### src/rtl/unum4_unpack.sv
// unum4 unpack unit: splits a packed unum4 word into a sign-extended exponent
// and a normalised two's-complement mantissa, over a 3-stage valid/ready pipeline.
module unum4_unpack #(
  parameter int DATA_W    = 32,
  parameter int MAN_MAX_W = 29,
  parameter int EXP_SZ_W  = 4,
  parameter int EXP_MAX_W = 16,
  parameter int EXTRA     = 3
) (
  input  logic                       clk,
  input  logic                       rst_n,
  input  logic                       in_valid,
  output logic                       in_ready,
  input  logic [DATA_W-1:0]          data_in,
  output logic                       out_valid,
  input  logic                       out_ready,
  output logic [EXP_MAX_W-1:0]       exp,
  output logic [MAN_MAX_W+EXTRA-1:0] mant,
  output logic                       zero
);

  localparam int BODY_W = DATA_W - EXP_SZ_W;
  localparam int ES_MAX = BODY_W - 1;
  localparam int EF_W   = ES_MAX;
  localparam int ML_W   = MAN_MAX_W - 1;

  logic                       advance;

  logic                       s1_valid_q, s1_valid_d;
  logic [DATA_W-1:0]          s1_word_q, s1_word_d;

  logic                       s2_valid_q, s2_valid_d;
  logic [MAN_MAX_W-1:0]       s2_man_q, s2_man_d;
  logic [EF_W-1:0]            s2_ef_q, s2_ef_d;
  logic [EXP_SZ_W-1:0]        s2_es_q, s2_es_d;
  logic                       s2_zero_q, s2_zero_d;

  logic                       out_valid_q, out_valid_d;
  logic [EXP_MAX_W-1:0]       exp_q, exp_d;
  logic [MAN_MAX_W+EXTRA-1:0] mant_q, mant_d;
  logic                       zero_q, zero_d;

  logic [EXP_SZ_W-1:0]        es_raw, es_sat;
  logic [BODY_W-1:0]          body;
  logic [ML_W-1:0]            man_low;
  logic [MAN_MAX_W-1:0]       dec_man;
  logic [EF_W-1:0]            dec_ef;

  logic                       sign;
  logic [EXP_MAX_W-1:0]       ef_pad;
  logic [EXP_MAX_W-1:0]       e_ext;
  logic [EXP_MAX_W-1:0]       exp_restored;

  // Stage 1 may refill into an empty slot even while the rest of the pipe is stalled.
  always_comb begin
    advance  = ~out_valid_q | out_ready;
    in_ready = ~s1_valid_q | advance;
  end

  always_comb begin
    s1_valid_d = s1_valid_q;
    s1_word_d  = s1_word_q;
    if (in_ready) begin
      s1_valid_d = in_valid;
      if (in_valid) begin
        s1_word_d = data_in;
      end
    end
  end

  // Decode: exponent-size saturation, mantissa barrel shift and exponent field extraction.
  always_comb begin
    es_raw = s1_word_q[EXP_SZ_W-1:0];
    es_sat = es_raw;
    if (int'(es_raw) > ES_MAX) begin
      es_sat = EXP_SZ_W'(ES_MAX);
    end
    body    = s1_word_q[DATA_W-1:EXP_SZ_W];
    man_low = ML_W'(body) << es_sat;
    if (es_sat == '0) begin
      dec_man = {body[BODY_W-1], man_low};
    end else begin
      dec_man = {~man_low[ML_W-1], man_low};
    end
    dec_ef = EF_W'(s1_word_q >> (DATA_W - int'(es_sat)));
  end

  always_comb begin
    s2_valid_d = s2_valid_q;
    s2_man_d   = s2_man_q;
    s2_ef_d    = s2_ef_q;
    s2_es_d    = s2_es_q;
    s2_zero_d  = s2_zero_q;
    if (advance) begin
      s2_valid_d = s1_valid_q;
      s2_man_d   = dec_man;
      s2_ef_d    = dec_ef;
      s2_es_d    = es_sat;
      s2_zero_d  = (s1_word_q == '0);
    end
  end

  // Exponent restore: sign-extend from bit es-1, then add 1 to negatives.
  always_comb begin
    sign   = 1'b0;
    ef_pad = EXP_MAX_W'(s2_ef_q);
    e_ext  = '0;
    for (int i = 0; i < EF_W; i++) begin
      if (i == int'(s2_es_q) - 1) begin
        sign = s2_ef_q[i];
      end
    end
    for (int i = 0; i < EXP_MAX_W; i++) begin
      e_ext[i] = (i < int'(s2_es_q)) ? ef_pad[i] : sign;
    end
    exp_restored = e_ext + {{(EXP_MAX_W-1){1'b0}}, sign};
  end

  always_comb begin
    out_valid_d = out_valid_q;
    exp_d       = exp_q;
    mant_d      = mant_q;
    zero_d      = zero_q;
    if (advance) begin
      out_valid_d = s2_valid_q;
      exp_d       = exp_restored;
      mant_d      = {s2_man_q, {EXTRA{1'b0}}};
      zero_d      = s2_zero_q;
    end
  end

  always_ff @(posedge clk or negedge rst_n) begin
    if (!rst_n) begin
      s1_valid_q  <= 1'b0;
      s1_word_q   <= '0;
      s2_valid_q  <= 1'b0;
      s2_man_q    <= '0;
      s2_ef_q     <= '0;
      s2_es_q     <= '0;
      s2_zero_q   <= 1'b0;
      out_valid_q <= 1'b0;
      exp_q       <= '0;
      mant_q      <= '0;
      zero_q      <= 1'b0;
    end else begin
      s1_valid_q  <= s1_valid_d;
      s1_word_q   <= s1_word_d;
      s2_valid_q  <= s2_valid_d;
      s2_man_q    <= s2_man_d;
      s2_ef_q     <= s2_ef_d;
      s2_es_q     <= s2_es_d;
      s2_zero_q   <= s2_zero_d;
      out_valid_q <= out_valid_d;
      exp_q       <= exp_d;
      mant_q      <= mant_d;
      zero_q      <= zero_d;
    end
  end

  assign out_valid = out_valid_q;
  assign exp       = exp_q;
  assign mant      = mant_q;
  assign zero      = zero_q;

endmodule

### config.mk
export PLATFORM = sky130hd
export DESIGN_NAME = unum4_unpack
export DESIGN_NICKNAME = d
export VERILOG_FILES = /design/src/rtl/unum4_unpack.sv
export SDC_FILE = /design/constraint.sdc
export NUM_CORES = 1
export LEC_CHECK = 0
export ABC_AREA = 1
export CAP_MARGIN = 15
export CELL_PAD_IN_SITES_DETAIL_PLACEMENT = 1
export CELL_PAD_IN_SITES_GLOBAL_PLACEMENT = 1
export CORE_MARGIN = 2
export CORE_UTILIZATION = 45
export DETAILED_ROUTE_END_ITERATION = 12
export PLACE_DENSITY = 0.91
export RECOVER_POWER = 100
export SYNTH_ARGS = -nofsm -noshare
export SYNTH_HDL_FRONTEND = slang
export SYNTH_SLANG_ARGS = --single-unit
export TNS_END_PERCENT = 50
### constraint.sdc
create_clock -name clk -period 5.3 [get_ports clk]
set_input_delay 1.06 -clock clk [delete_from_list [all_inputs] [get_ports clk]]
set_output_delay 1.06 -clock clk [all_outputs]
set_load 0.02 [all_outputs]
# Word level (Yosys, flattened, before mapping)
# Index checks and enable logic that the tools add are counted.
# W data, S select, Z words.
# classes
n_addsub,3
order_cmp,15
n_eq_ne,26
n_shift,2
muxes,43
bitwise,5
reduce_logical,4
# ops
operator,n
$eq A6 B5 Y1 const A,11
$logic_not A32 Y1,2
$mux W1,42
$eq A5 B5 Y1 const A,8
$shr A32 B32 Y27,1
$mux W29,1
$lt A4 B4 Y1 const A,7
$shl A28 B4 Y28,1
$eq A4 B5 Y1 const A,4
$add A16 B1 Y16,1
$lt A3 B4 Y1 const A,4
$eq A3 B5 Y1 const A,2
$lt A1 B4 Y1 const A,2
$lt A2 B4 Y1 const A,2
$sub A6 B4 Y7 const A,1
$eq A2 B5 Y1 const A,1
$sub A4 B1 Y5 const B,1
$logic_not A4 Y1,1
$not A1 Y1,3
$or A1 B1 Y1,2
$reduce_and A2 Y1,1
# totals
register_bits,142
in_bits,36
out_inout_bits,51
wordCells,109

# Longest topological paths before layout
# Gate-level depths: netlist of run 1.
# logic_depth
depth_word,31
depth_mapped,25
depth_no_buf,25

# Worst setup path before layout of run 1
# No wires, ideal clock.
# synth_timing
kind,input port to output port
from,in out_ready
to,out in_ready
arrival_time_ps,1554
required_ps,4240
path_slack_ps,2686
stages,2
path_buffers,0
cell_sequence,nor2_1 > nand2_1
# synth_between
elab_chain_cells,2
# synth_rtl
element,line_no,text
start: declaration,16,"input logic out_ready,"
$or A1 B1 Y1,56,advance = ~out_valid_q | out_ready;
$or A1 B1 Y1,57,in_ready = ~s1_valid_q | advance;
end: declaration,13,"output logic in_ready,"
# Every way passes these cells.

# Worst setup path in the final report of run 1
# layout_timing
from,in out_ready
to,reg s2_ef_q[8]
# layout_between
elab_chain_cells,1
# layout_rtl
element,line_no,text
$or A1 B1 Y1,56,
end signal: assignment,138,s2_ef_q <= '0;
end signal: assignment,150,s2_ef_q <= s2_ef_d;
end: declaration,34,"logic [EF_W-1:0] s2_ef_q, s2_ef_d;"
# Every way passes these cells.
# A chain may end at the register's enable or synchronous reset.

==> results.md, run 1 <==
Power and ir drop:
- For this design the static power due to leakage is ~4.6 nW.
- The total power density per cell area is approximately 560 nW/µm².
- The design draws around 5.3 mW.
- The highest ir drop seen on vdd is about 0.29 mV.

STA:
- In this run the tightest slew margin relative to its limit is -0.713.
- The actual transition at the worst max-transition pin is roughly 2.6 ns.
- The final worst-path setup slack is 1.22 ns.
- Setup violations remaining at the end of the flow were counted as 0.
- The total count of hold-check failures in the final report is 0.
- Setup repair after global routing left no endpoint under its margin.
- The sum of negative setup slack is 0 ns.
- The max-slew violation count was 193.
- The worst path in the final design needs a cycle of 4.08 ns, including I/O delays and setup.
- Between clock sinks in the finished design, the worst skew comes to roughly 0.013 ns.
- Based on the critical path, the design can be clocked at up to 245 MHz.
- The part of the cycle the worst path needs is 0.770.

Critical path:
- The data arrival time of the critical path is between 4 and 5 ns.
- Tracing the worst setup path back leads to its startpoint at out_ready.
- Together, buffers and inverters on the worst path number 5.
- The worst reg-to-reg path cell count is 23.
- The critical path capture point type is a register.
- The worst-path cell with the longest stage delay is clkbuf_2.
- For the worst setup path, the data required time is approximately 5.6 ns.
- The type of origin of the critical path is an input port.
- The count of cell instances traversed by the critical path is 9.
- The critical path's largest stage delay is around 1.3 ns.
- The startpoint-to-endpoint class of the critical path is input port to register.
- Walking the worst path, the cells encountered are dlygate4sd3_1 -> nor2_1 -> clkbuf_2 -> inv_1 -> clkbuf_1 -> nand2_1 -> inv_1 -> nand2_1 -> o21ai_0.
- Along the worst path, the maximum fanout reaches 94.
- The cell family contributing the most delay on the critical path is buffers and inverters.
- In this run the critical register-to-register path is launched from s2_es_q[2].

Synthesis:
- The top cell type's share of synthesized area is 0.405.
- The number of enable-type register cells in the synthesized netlist is 0.
- In the synthesized netlist, the number of instances is about 1.1k.
- The post-synthesis cell type with the largest combined area is dfrtp_1.
- For this run, the leading register cell type out of synthesis is dfrtp_1.
- After synthesis, the share of flip-flops with an asynchronous set or reset is 1.00.
- The number of distinct standard cells referenced by the synthesized netlist is 44.
- The number of warnings printed during yosys synthesis is 0.
- A synthesized cell averages 7.10 µm².
- The synthesized area is approximately 8000 µm².
- The flip-flop and latch count after synthesis is 130.
- After synthesis, the cell types taking the most area are dfrtp_1 (41%), nand2_1 (17%), o21ai_0 (7.4%).
- The sequential share of the synthesized area is 0.405.

Route:
- The overall via count from detail_route is 8112.
- Wires add up to between 20 and 30 mm.
- The antenna violation net count after detailed routing is 0.
- The first detailed-routing pass took 5 iterations.
- The total met2 wirelength after detailed routing is between 10 and 15 mm.
- In the routed design, unresolved DRC markers number 0.
- The highest routed metal layer is met4.
- The detailed router's first-iteration violation count is between 700 and 800.
- Detailed routing placed a total of about 1.3 mm of wire on met3.
- In the final routing, the length of wire on met1 measures 11.5 mm.
- After detailed routing, the number of vias per cell comes to roughly 5.7.
- The average routed wire per standard cell is about 19 µm.

Clock network:
- After clock tree synthesis, the setup repair step added 0 buffers.
- After clock tree synthesis, the clock-pin slew on the worst setup and hold paths is around 0.060 ns.
- Counting along the longest clock path gives a buffer depth of 2.
- At the later pin of the worst-skew pair, clock insertion delay measures approximately 0.44 ns.
- The root buffer cell is clkbuf_16.
- TritonCTS built the clock tree.
- The CTS sink count is 130.
- The number of clock buffers inserted by TritonCTS is 17.
- After clock tree synthesis, the flow added hold-fix buffers numbering 0.
- Post-CTS repair changed the size of 0 cells.
- The H-tree depth is 4.

GRT:
- The overall overflow remaining after global route is 0.
- The initial antenna violation count is 0.
- The wire length of the first global-routing pass is between 40 and 50 mm.
- Entering global routing, the biggest net connects 95 pins.
- The via count of the first global-routing pass is 8426.
- In the global route stage, overall resource usage came out at 0.303.

Place:
- The placed cell area is 8970 µm².
- The detailed-placement wirelength estimate is 18.8 mm.
- The global placer's final weighted congestion is 0.920.
- The worst slack after detailed placement is about 1.9 ns.
- Input and output buffers added on the ports amount to 83.

Floorplan:
- The number of standard-cell rows in the floorplan is 48.
- The horizontal die dimension is about 140 µm.
- From bottom edge to top edge, the die measures roughly 140 µm.
- The top-level port count is 87.
- The total core area is between 15000 and 20000 µm².
- The initial cell density of the core is 0.463.
- The floorplan step defined a die boundary enclosing around 19000 µm².

Min path:
- The worst hold path passes through 2 cells.
- The min-delay analysis places its worst path in the category register to register.
- In this run the most critical hold path is launched from s2_valid_q.

Finish:
- The total number of nets in the final design is 1220.
- The number of fill cells in the layout is 2253.
- The area growth from synthesis to layout is 18.5%.
- The fraction of the core area covered by cells at the end of the flow is 0.548.
- The final antenna diode count is 0.
- The share of layout cells above drive strength 1 is 0.0788.
- After routing the design area is 9510 µm².

Status:
- The run finished, with violations left.
- The checks that failed: max-capacitance violations, max-slew violations.

Flow run:
- The number of violations of the max-capacitance limit is 3.
==> placed cells by master (no fill, tap or decap), drive strengths merged, types with 18 or more instances in the layout <==
cell type      count
inv              129
o21ai            129
clkdlybuf4s50     33
nand2            373
o221ai            18
nor2              65
dlygate4sd3       49
a21oi             74
clkbuf            20
o211ai            20
nand3             47
dfrtp            130
==> routing by layer <==
metal | up-vias | global-route usage
li1 | 3810 | -
met1 | 3931 | 0.385
met2 | 291 | 0.513
met3 | 80 | 0.0519
met4 | 0 | 0.123
met5 | - | 0
==> worst reg2reg max path, cell delays in order, from the launching register on <==
cell,delay (ns)
dfrtp_1,0.69
inv_1,0.19
nor2_1,0.17
nand2_1,0.10
nor2_1,0.09
nor2_1,0.04
nand2_1,0.06
nand2_1,0.09
nand2_1,0.09
nand2_2,0.06
nand2_2,0.07
nand2_4,0.06
a21oi_1,0.31
ha_1,0.25
ha_1,0.18
nand2_1,0.06
inv_1,0.12
nand3_2,0.11
nor2_1,0.19
nand4_1,0.28
nor2_1,0.26
nand4_1,0.11
nand2_1,0.09
inv_1,0.04
==> state kept, by name, indices dropped and copies added (netlist names) <==
name and cells:
exp 16, mant 29, out_valid 1, s1_valid_q 1
s1_word_q 32, s2_ef_q 15, s2_es_q 4, s2_man_q 29
s2_valid_q 1, s2_zero_q 1, zero 1
==> synthesized netlist by cell type, types with 3 or more instances <==
library cell / n
nor2_4: 5
buf_1: 9
o21ai_1: 9
a21oi_1: 72
inv_1: 107
inv_2: 12
o221ai_1: 18
nand3_1: 45
o31ai_1: 7
nor4_1: 7
ha_1: 4
o21bai_1: 3
clkinv_1: 3
buf_4: 5
o22ai_1: 11
buf_2: 6
clkbuf_1: 45
nor2_2: 7
or2_2: 3
nand2_2: 6
nor3_1: 5
nor2_1: 53
mux2_2: 16
nand4_1: 5
o211ai_1: 20
o21ai_0: 118
mux2i_1: 8
dfrtp_1: 130
a31oi_1: 5
o21a_1: 3
nand2_1: 365
==> per-stage QoR <==
stage	instances	hold slack (ns)
floorplan	1133	0.420
global placement	1386	0.431
detailed placement	1386	0.435
CTS	1418	0.469
global route	1418	0.496
finish	1418	0.469
==> cell families after synthesis <==
family	Yosys count	share of synthesized area
simple gates	509	0.267
compound gates	272	0.194
buf+inv	188	0.0921
flops	130	0.405
mux	24	0.0324
fa+ha+maj	4	0.00623
xor+xnor	3	0.00327
other cells	1	0.000467
==> layout make-up <==
class | instances | area [µm²] | area share
flip-flops and latches | 130 | 3250 | 0.342
well taps | 225 | 282 | 0.0296
multi-input cells | 815 | 4010 | 0.421
clock buffers | 17 | 425 | 0.0447
repair buffers | 94 | 905 | 0.0951
inverters | 122 | 458 | 0.0482
clock inverters | 15 | 183 | 0.0192
==> final timing paths <==
| kind | to | slack (ns) |
|---|---|---|
| worst max register to register | exp[14] | 1.51 |
| worst max-delay path | s2_ef_q[8] | 1.22 |
| min in group asynchronous | s1_word_q[16] | 0.66 |
| worst min-delay path | out_valid | 0.47 |
| max in group asynchronous | s2_man_q[18] | 1.75 |
| worst min register to register | out_valid | 0.47 |
==> power breakdown <==
group	leakage (nW)	internal (mW)	switching, mW
registers	1.60	1.33	0.283
logic	2.74	0.815	1.65
clock network	0.294	0.679	0.543
total	4.63	2.83	2.48
No activity file was read; power rests on OpenSTA's default activity.
==> run 2: changes to the inputs <==
CORE_UTILIZATION = 38   (was 45)
PLACE_DENSITY = 0.82   (was 0.91)
clock period = 3.6 ns   (was 5.3 ns; I/O delays follow)
==> results.md, run 2 (synthesis results as in run 1) <==
Status:
- The flow ran to the end, but the final reports show violations.
- The final reports fail on max-capacitance violations, max-slew violations.

GRT:
- The maximum number of pins on one net before global-route repair was 79 (-17%).
- The wire length of the first global-routing pass is 41.7 mm (-5.7%).
- The aggregate global-route resource usage is 0.238 (-0.0652).
- The via count of the first global-routing pass came to 7770 (-7.8%).
- The initial antenna violation count was 0 (unchanged).
- The overall overflow remaining after global route is 0 (unchanged).

Clock network:
- The clock transition at the registers of the reported paths is 0.07 ns (about the same).
- Clock tree synthesis selected as its root buffer the cell clkbuf_16.
- The later-pin clock latency in the skew report is 0.43 ns (about the same).
- The number of clock buffers inserted by TritonCTS is 17 (unchanged).
- The CTS sink count is 130 (unchanged).
- TritonCTS built the clock tree.
- The maximum buffer depth of the clock tree is 2 (unchanged).
- The H-tree depth is 4 (unchanged).

Floorplan:
- The number of standard-cell rows in the floorplan is 53 (+10%).
- The initial cell density of the core is 0.384 (-0.0782).
- The top-level port count came to 87 (unchanged).
- The horizontal die dimension is 149 µm (+8.6%).
- The area of the die is 22300 µm² (+18%).
- The height of the die is 149 µm (+8.6%).
- The total core area came to 20900 µm² (+20%).

Power and ir drop:
- The total power is 7.71 mW (+45%).
- The leakage dissipation was 4.67 nW (+0.76%).
- The highest ir drop seen on vdd is 0.322 mV (+11%).
- The total power density per cell area was 799 nW/µm² (+43%).

Place:
- The global placer's final weighted congestion is 0.929 (+1.0%).
- The placed cell area was 9120 µm² (+1.7%).
- The port buffer count is 83 (unchanged).
- The detailed-placement wirelength estimate came to 19.3 mm (+2.7%).
- The worst slack after detailed placement is 0.265 ns (-1.62 ns).

Critical path:
- The startpoint of the most critical register-to-register path is s2_es_q[0].
- The critical path is of the input port to register type.
- The critical-path maximum fanout is 78 (-17%).
- The terminus of the critical flop-to-flop path is exp[10].
- The critical path capture point type is a register.
- STA classifies the critical path startpoint as an input port.
- The required time at the endpoint of the critical path is 3.98 ns (-1.58 ns).
- The data arrival time of the critical path is 3.72 ns (-0.62 ns).
- The setup slack on the worst flop-to-flop path is 0.31 ns (-1.20 ns).
- The worst reg-to-reg path cell count came to 23 (unchanged).

Finish:
- The number of fill cells in the layout is 2685 (+19%).
- The post-route standard cell area excluding fillers is 9640 µm² (+1.4%).
- The register containing the most flip-flops in the final layout is s1_word_q.
- The share of layout cells above drive strength 1 was 0.0898 (+0.0110).
- The final antenna diode count came to 0 (unchanged).
- The total number of nets in the final design is 1230 (+0.82%).
- The growth of design area from synthesis to finish is 20.1%.
- The number of flip-flops in the largest register was 32 (unchanged).
- In the layout the commonest cells are nand2_1 (365), dfrtp_1 (128), o21ai_0 (118).
- Leaving out fill and tap cells, the most frequent cell in the layout is nand2_1.

Route:
- The detailed router's first-iteration violation count came to 544 (-28%).
- The number of vias per cell is 5.37 (-6.1%).
- The first-pass iteration count of the detailed router is 5 (unchanged).
- The average routed wire per standard cell is 17.5 µm (-7.4%).
- The antenna violation net count after detailed routing is 0 (unchanged).
- The total length of routed wires is 25.9 mm (-3.5%).
- The overall via count from detail_route is 7940 (-2.1%).
- The post-detailed-route DRC marker count came to 0 (unchanged).

STA:
- Setup repair after global routing left no endpoint under its margin.
- The final worst-path setup slack is 0.259 ns (-0.962 ns).
- The worst clock skew is 0.0126 ns (-0.000773 ns).
- The sum of negative setup slack is 0 ns (unchanged).
- The actual transition at the worst max-transition pin is 1.75 ns (-0.816 ns).
- The max-slew violation count is 69 (-64%).
- The setup-violating endpoint count in the final report was 0 (unchanged).
- The final critical-path required period is ~3.3 ns.
- The total count of hold-check failures in the final report is 0 (unchanged).
- The part of the cycle the worst path needs is 0.928.
- The post-route worst hold slack is 0.463 ns (-0.00678 ns).
- Static timing analysis puts the maximum clock frequency at approximately 300 MHz.
- The normalized max-slew margin is -0.169 (+0.544).

Min path:
- The number of stages on the worst hold path was 2 (unchanged).
- For hold timing, the worst endpoint is out_valid.
- The worst hold path belongs to the class register to register.
- The worst hold path startpoint is s2_valid_q.

Flow run:
- The number of violations of the max-capacitance limit is 1 (-2).
-- run 2: cell count changes in the layout (fill, tap and decap cells not counted), sizes merged --
cell,delta
bufinv,-1
buf,+6
inv,+1
clkbuf,+4
-- run 2: critical path, stage by stage --
cell and delay [ns]:
dlygate4sd3_1 0.55, nor2_1 0.24, clkbuf_1 0.70, buf_2 1.06, nand2_1 0.12, nand2_1 0.12
inv_1 0.04, nand2_1 0.05, nand2_1 0.05, inv_1 0.04
-- run 2: worst max path at each step --
| stage | slack, ns | from | to |
|---|---|---|---|
| 4_1_cts | 0.27 | s2_es_q[2] | exp[10] |
| 6_report | 0.26 | out_ready | exp[14] |
| 5_1_grt | 0.003 | s2_es_q[0] | exp[10] |
| 3_3_place_gp | 0.43 | s2_es_q[2] | exp[14] |
| 3_5_place_dp | 0.27 | s2_es_q[2] | exp[10] |
| 2_1_floorplan | 1.0 | s2_es_q[1] | exp[14] |
-- run 2: layer usage --
layer / part of all wire / global-route usage / vias to the layer above / routed length [µm]
li1: - / - / 3836 / -
met1: 0.46 / 0.323 / 3809 / 11800
met2: 0.46 / 0.375 / 240 / 11900
met3: 0.053 / 0.0489 / 55 / 1370
met4: 0.032 / 0.0905 / 0 / 818
met5: 0 / 0 / - / 0
-- run 2: area by class of cell --
| type | instances | area, µm² | share of cell area |
|---|---|---|---|
| inverters | 122 | 458 | 0.0475 |
| clock buffers | 17 | 425 | 0.0441 |
| repair buffers | 104 | 957 | 0.0992 |
| clock inverters | 15 | 156 | 0.0162 |
| flip-flops and latches | 130 | 3260 | 0.338 |
| multi-input cells | 815 | 4050 | 0.420 |
| well taps | 275 | 344 | 0.0357 |
-- run 2: power breakdown --
part	internal [mW]	total, mW	switching, mW
Clock	0.928	1.73	0.798
Sequential	1.97	2.36	0.399
Combinational	1.22	3.62	2.40
-- run 2: timing repair --
item | CTS | global route
resized for setup | 0 | 2
endpoints found under the hold margin | 0 | 0
setup buffers | 0 | 0
setup endpoints to repair | 0 | 5
hold buffers | 0 | 0
-- run 2: through the flow --
step                cells  utilization
detailed placement   1446        0.436
global route         1478        0.462
global placement     1446        0.436
CTS                  1478        0.464
floorplan            1133            -
finish               1478        0.462
